$ cat config.mk
export PLATFORM = sky130hd
export DESIGN_NAME = led_mode_sched
export DESIGN_NICKNAME = d
export VERILOG_FILES = /design/src/rtl/led_mode_sched.sv
export SDC_FILE = /design/constraint.sdc
export NUM_CORES = 1
export LEC_CHECK = 0
export CORE_MARGIN = 2
export CORE_UTILIZATION = 46
export DETAILED_ROUTE_END_ITERATION = 12
export HOLD_SLACK_MARGIN = 0.02
export PLACE_DENSITY_LB_ADDON = 0.15
export SLEW_MARGIN = 0
export SYNTH_ARGS = -nofsm -noshare
export SYNTH_HDL_FRONTEND = slang
export SYNTH_SLANG_ARGS = --single-unit
export TNS_END_PERCENT = 50
$ cat constraint.sdc
create_clock -name clk -period 2.3 [get_ports clk]
set_input_delay 0.23 -clock clk [delete_from_list [all_inputs] [get_ports clk]]
set_output_delay 0.23 -clock clk [all_outputs]
set_load 0.01 [all_outputs]
$ cat src/rtl/led_mode_sched.sv
// Six-LED display scheduler: step-rate divider, default right-flow pattern and
// fixed-priority, preemptive hold arbitration among BLINK / FLOW_L / PINGPONG requests.
module led_mode_sched #(
    parameter int unsigned TICK_DIV   = 25_000_000,
    parameter int unsigned HOLD_TICKS = 8
) (
    input  logic       clk,
    input  logic       rst,
    input  logic       en,
    input  logic [2:0] req,
    output logic [5:0] led,
    output logic [1:0] grant_id,
    output logic       busy
);

    localparam int unsigned CNT_W = (TICK_DIV > 2) ? $clog2(TICK_DIV) : 1;

    typedef enum logic {
        ST_DEFAULT,
        ST_HOLD
    } state_t;

    state_t           r_state, w_state_nx;
    logic [CNT_W-1:0] r_cnt;
    logic [2:0]       r_pend;
    logic [1:0]       r_grant_id, w_gid_nx;
    logic [7:0]       r_hold, w_hold_nx;
    logic [5:0]       r_pat, w_pat_nx;
    logic             r_dir, w_dir_nx;      // PINGPONG direction, 1 = moving right
    logic [5:0]       r_led;

    logic             w_tick;
    logic             w_win_valid;
    logic [1:0]       w_win_idx;
    logic             w_grant;
    logic [2:0]       w_gbit;

    assign w_tick      = en && (r_cnt == CNT_W'(TICK_DIV - 1));
    assign w_win_valid = |r_pend;

    always_comb begin
        w_win_idx = 2'd2;
        if (r_pend[0])      w_win_idx = 2'd0;
        else if (r_pend[1]) w_win_idx = 2'd1;
    end

    // In HOLD the active index is grant_id-1, so "winner <= active" is "winner < grant_id".
    assign w_grant = w_win_valid && ((r_state == ST_DEFAULT) || (w_win_idx < r_grant_id));

    always_comb begin
        w_state_nx = r_state;
        w_gid_nx   = r_grant_id;
        w_hold_nx  = r_hold;
        w_pat_nx   = r_pat;
        w_dir_nx   = r_dir;
        w_gbit     = '0;
        if (w_grant) begin
            w_gbit     = 3'b001 << w_win_idx;
            w_state_nx = ST_HOLD;
            w_gid_nx   = w_win_idx + 2'd1;
            w_hold_nx  = 8'(HOLD_TICKS);
            case (w_win_idx)
                2'd0:    w_pat_nx = '1;
                2'd1:    w_pat_nx = 6'b000001;
                default: begin
                    w_pat_nx = 6'b100000;
                    w_dir_nx = 1'b1;
                end
            endcase
        end else if (w_tick) begin
            if ((r_state == ST_HOLD) && (r_hold == 8'd1)) begin
                w_state_nx = ST_DEFAULT;
                w_gid_nx   = 2'd0;
                w_pat_nx   = 6'b100000;
            end else begin
                if (r_state == ST_HOLD)
                    w_hold_nx = r_hold - 8'd1;
                case (r_grant_id)
                    2'd1:    w_pat_nx = ~r_pat;
                    2'd2:    w_pat_nx = {r_pat[4:0], r_pat[5]};
                    2'd3: begin
                        if (r_dir) begin
                            if (r_pat[0]) begin
                                w_pat_nx = 6'b000010;
                                w_dir_nx = 1'b0;
                            end else begin
                                w_pat_nx = r_pat >> 1;
                            end
                        end else begin
                            if (r_pat[5]) begin
                                w_pat_nx = 6'b010000;
                                w_dir_nx = 1'b1;
                            end else begin
                                w_pat_nx = r_pat << 1;
                            end
                        end
                    end
                    default: w_pat_nx = {r_pat[0], r_pat[5:1]};
                endcase
            end
        end
    end

    always_ff @(posedge clk) begin
        if (rst) begin
            r_state    <= ST_DEFAULT;
            r_cnt      <= '0;
            r_pend     <= '0;
            r_grant_id <= '0;
            r_hold     <= '0;
            r_pat      <= 6'b100000;
            r_dir      <= 1'b1;
            r_led      <= '0;
        end else begin
            if (!en || w_tick)
                r_cnt <= '0;
            else
                r_cnt <= r_cnt + 1'b1;
            r_pend     <= (r_pend & ~w_gbit) | req;
            r_state    <= w_state_nx;
            r_grant_id <= w_gid_nx;
            r_hold     <= w_hold_nx;
            r_pat      <= w_pat_nx;
            r_dir      <= w_dir_nx;
            r_led      <= en ? r_pat : '0;
        end
    end

    assign led      = r_led;
    assign grant_id = r_grant_id;
    assign busy     = (r_state == ST_HOLD);

endmodule

==> flow_summary_export.csv <==
group,metric,value,unit
run_status,status,"finished clean",
timing,hold_viol,0,
yosys,syn-num-nets,308,
grt,grt_overflow,0,
timing,period_needed,2190,ps
timing,slew_headroom,59.6,%
yosys,syn_area,2570,µm²
power_and_ir_drop,pwr_density_cell,625,nW/µm²
timing,rsz0062_at_grt,"false",
floorplanning,dieWidth,78.8,µm
yosys,syn_area_per_cell,8.63,µm²
clock_tree,cts_root_buf,"clkbuf_8",
cells_and_area,area_delta_synth_final,16.4,%
yosys,synth_area_leaders,"dfxtp_1 40%, nor2_1 6.0%, xnor2_1 5.1%",
setup_path,crit_fanout,7,
clock_tree,hold_buffers,0,
setup_path,critPathLaunchType,"flip-flop",
power_and_ir_drop,leakagePower,1.03,nW
yosys,synthCells,298,
floorplanning,die_y,78.8,µm
cells_and_area,fin_area,2990,µm²
timing,slew_viol_final,0,
placement,place_area,2870,µm²
setup_path,critPathKind,"reg -> reg",
yosys,ys_seq_area_share,40.5,%
clock_tree,clkTransAtPathRegs,100,ps
floorplanning,std_cell_rows,27,
worst_hold_path,hold_end,"r_pend[1]$_SDFF_PP0_",
cells_and_area,drive_above_1_share,11.1,%
run,maxCapViolCount,0,
floorplanning,ioPinCount,15,
clock_tree,cts_buffers,5,
yosys,synth_cell_type_count,52,
grt,gr-usage-all-layers,18.2,%
power_and_ir_drop,vdd_drop_max,0.356,mV
route,drt-total-wl,5150,µm
yosys,synthDominantCellAreaShare,40.5,%
grt,antenna_found_initial,0,
setup_path,r2r-end,"r_cnt[22]$_SDFF_PP0_",
clock_tree,h-tree-depth,2,
timing,tns,0,ps
setup_path,cp.arrival,2390,ps
timing,fmax,457,MHz
clock_tree,clock_latency,310,ps
timing,setup_viol,0,
power_and_ir_drop,finalPower,1.87,mW
floorplanning,core_region_area,5440,µm²
worst_hold_path,hold_class,"in -> reg",
setup_path,cp-end-kind,"flip-flop",
cells_and_area,nets,333,
yosys,synth_edf_count,0,
yosys,postSynth.asyncResetShare,0,%
yosys,ys_seq_elements,52,
setup_path,r2r-start,"r_cnt[0]$_SDFF_PP0_",
floorplanning,die_area,6200,µm²
yosys,ys.flop_type,"dfxtp_1",
route,firstDrtPassIters,4,
worst_hold_path,hold_depth,3,
grt,grt_pass1_vias,1995,
setup_path,rrSetupSlack,110,ps
yosys,yosys_warnings,0,
route,drt_iter0_markers,192,
clock_tree,cts_tree,"done",
timing,finalClockSkew,12.7,ps
route,ant_nets,0,
timing,timing.hold.ws,459,ps
placement,dpl.hpwl,3760,µm
floorplanning,initial_core_util,47.3,%
route,via_per_inst,5.43,
route,drc,0,
grt,grt_max_degree,19,
setup_path,rr_worst_depth,7,
clock_tree,clock-sinks,52,
cells_and_area,num_antenna_cells,0,
route,post_drt_wl_per_cell,13.0,µm
timing,tightest_slew,601,ps
placement,port_buffers,14,
timing,period_share,95.2,%
setup_path,crit_required,2500,ps
clock_tree,clk_path_buf_depth,2,
route,vias,2151,
worst_hold_path,min_from,"req[1]",
grt,grt_pass1_wl,9090,µm
placement,finalWeightedCongestion,0.805,
yosys,synth_top_area_cell,"dfxtp_1",
critical path, cell delays in order, from the launching register on:
cell	delay (ps)
dfxtp_1	400
ha_1	210
nand3_1	170
buf_4	210
or3_1	500
nor4_1	390
xnor2_1	160
nor2_1	50
cell families after synthesis:
family / Yosys count / synth area share, %
simple gates: 129 / 27.8
compound gates: 57 / 15.2
flops: 52 / 40.5
xor+xnor: 27 / 9.20
buf+inv: 25 / 3.80
mux: 4 / 1.56
fa+ha+maj: 4 / 1.95
cells in the mapped netlist, types with 3 or more instances:
cell and instances:
dfxtp_1 52, nor2_1 41, a21oi_1 20, nand2_1 16
xnor2_1 15, nand3_1 14, inv_1 13, xor2_1 12
and2_1 10, o21ai_0 10, clkbuf_1 8, nand4_1 8
nor3_1 7, nor4_1 5, ha_1 4, mux2i_1 4
nor2b_1 4, o31ai_1 4, a31oi_1 3, a32oi_1 3
buf_2 3, o211ai_1 3, or3_1 3, or4_1 3
state kept, by name (all words and copies together), names as in the netlist:
register / count
r_pat: 6
r_pend: 3
r_dir: 1
r_hold: 8
busy: 1
grant_id: 2
r_cnt: 25
led: 6
metal layers:
layer  GRT usage, %  vias to the layer above  part of all wire [%]
li1               -                     1104                     -
met1           24.7                     1015                    51
met2           29.6                       27                    46
met3           3.41                        5                   2.4
met4           5.26                        0                   1.0
met5              0                        -                     0
worst max path at each step:
stage,from,endpoint,slack [ps],cells past startpoint
after floorplan,r_cnt[0]$_SDFF_PP0_,r_cnt[10]$_SDFF_PP0_,130,7
after global placement,r_pend[0]$_SDFF_PP0_,r_dir$_SDFFE_PP1P_,150,7
final,r_cnt[0]$_SDFF_PP0_,r_cnt[22]$_SDFF_PP0_,110,7
after global routing,r_cnt[0]$_SDFF_PP0_,r_cnt[22]$_SDFF_PP0_,0.3,7
after CTS,r_pend[0]$_SDFF_PP0_,r_pat[1]$_SDFFE_PP0P_,140,7
after detailed placement,r_pend[0]$_SDFF_PP0_,r_pat[1]$_SDFFE_PP0P_,160,7
layout make-up:
class / instances / area (µm²)
clock buffer: 6 / 72.6
timing repair buffer: 29 / 253
fill: 533 / 2450
inverter: 14 / 52.6
tap: 72 / 90.1
clock inverter: 2 / 35.0
sequential: 52 / 1040
multi-input combinational: 221 / 1450
timing repair:
action	in CTS	in global routing
hold endpoints to repair	0	0
buffers inserted	0	0
setup endpoints to repair	0	9
gates resized for setup	0	3
layout by cell type (no fill, tap or decap), types with 7 or more instances in the layout:
cell type        count
dfxtp_1             52
nor2_1              41
a21oi_1             20
nand2_1             16
xnor2_1             15
buf_4               15
nand3_1             14
clkdlybuf4s50_1     14
inv_1               13
xor2_1              12
and2_1              10
o21ai_0              9
nand4_1              8
nor3_1               7
power by group:
group	switching, mW	total (mW)	internal, mW
Clock	0.289	0.612	0.323
Sequential	0.0417	0.974	0.932
Combinational	0.157	0.283	0.126
stage by stage:
stage	util (%)	std cells	worst slack (ps)
floorplan	-	298	127
global placement	52.7	388	150
detailed placement	52.7	388	164
CTS	54.7	396	144
global route	55.0	396	0.268
finish	55.0	396	110
(Power assumes the default switching activity.)
==> RTL change (same flow settings) <==
Put one more register stage on the output `led`, with the module's reset. The value now appears one clock later. The other outputs are not delayed to match.
--- a/src/rtl/led_mode_sched.sv
+++ b/src/rtl/led_mode_sched.sv
@@ -127,5 +127,11 @@
     end
 
-    assign led      = r_led;
+    always_ff @(posedge clk) begin
+        if (rst) begin
+            led <= '0;
+        end else begin
+            led <= r_led;
+        end
+    end
     assign grant_id = r_grant_id;
     assign busy     = (r_state == ST_HOLD);
Behaviour: not the same (Yosys sat finds a counterexample within 4 cycles, from zero or initial values and one cycle with rst high).
==> RTL change against the original RTL <==
Synthesized area is 14% higher. Sequential cell count increased by 6. Final area increased by 12%. First-iteration DRC count fell by 2.6%. Combinational power increased by 14%. Total power is 29% higher. Clock skew is 1.9 ps lower. Global-route usage decreased by 0.58 points. Utilization fell by 1.3 points. Setup slack better by 66 ps. Sequential share of layout area is 0.17 points lower. Count of clock-buffer cells in the layout grew 6. Routed wire length grew 11%. Largest power group unchanged. Highest routed layer unchanged.
==> RTL change: results (changes against the original RTL) <==
met2 usage 24.73% (-4.8 points); dpl ws 211.3 ps (+46.98 ps); status finished, final reports clean; sequential share of the synthesized area 39.68% (-0.81 points); HP Class reg2reg; GRT Overall Usage 17.61% (-0.58 points); layout cells sized above 1 14.08% (+3.0 points); CTS H-tree lvls 3 (+1); Clock Latency Late Sink 340 ps (+30 ps); met3 WL 172 um (+39%); CP max stage cell dfxtp_1; Synth area leaders dfxtp_1 40%, xor2_1 5.1%, nor2_1 4.9%; Worst Path Arrival 2370 ps (-20 ps); CP delay by family, top compound AO/OA/AOI/OAI gates; Net Sw Frac 26.61% (+0.52 points); GR Util met3 3.858% (+0.45 points); DPL Wire Length 4010 um (+6.7%); WL met2 2458 um (+4.1%); WL per Instance 13.65 um (+4.9%); post-synthesis compound-gate area fraction 13.00% (-2.2 points); largest net degree at the start of global routing 24 (+5); Post-Synth Adder-Cell Area 1.710% (-0.24 points); actual slew at the worst max-slew pin 544.2 ps (-56.91 ps); vias in the first global route 2137 (+7.1%); wire length on met1 2958 um (+13%); mux cell area share after synthesis 0.3420% (-1.2 points); Leakage 1.300 nW (+26%); post-synthesis xor/xnor area fraction 7.781% (-1.4 points); Layout fillers 599 (+12%); CTS Buf Count 9 (+4); Gate power share 13.4% (-1.7 points)
RTL change: changes by cell type after synthesis, sizes merged, moves of 6 or more:
cell	before	now
a21oi	20	14
xnor2	15	9
nor2b	4	10
dfxtp	52	58
RTL change: layout make-up:
type | count | share of cell area, %
clock buffers | 12 | 4.925
clock inverters | 4 | 1.455
inverters | 11 | 1.231
multi-input cells | 237 | 49.59
flip-flops and latches | 58 | 34.63
well taps | 77 | 2.873
repair buffers | 19 | 5.298
RTL change: timing repair:
action,in CTS,in global routing
endpoints found under the setup margin,0,13
resized for setup,0,1
endpoints found under the hold margin,0,0
RTL change: final timing paths:
kind,from,endpoint,slack [ps],depth (start not counted)
hold / removal,r_led[2],led[2],430,1
hold reg to reg,r_led[2],led[2],430,1
setup reg to reg,r_pend[0],r_pat[0],180,7
setup / recovery,r_pend[0],r_pat[0],180,7
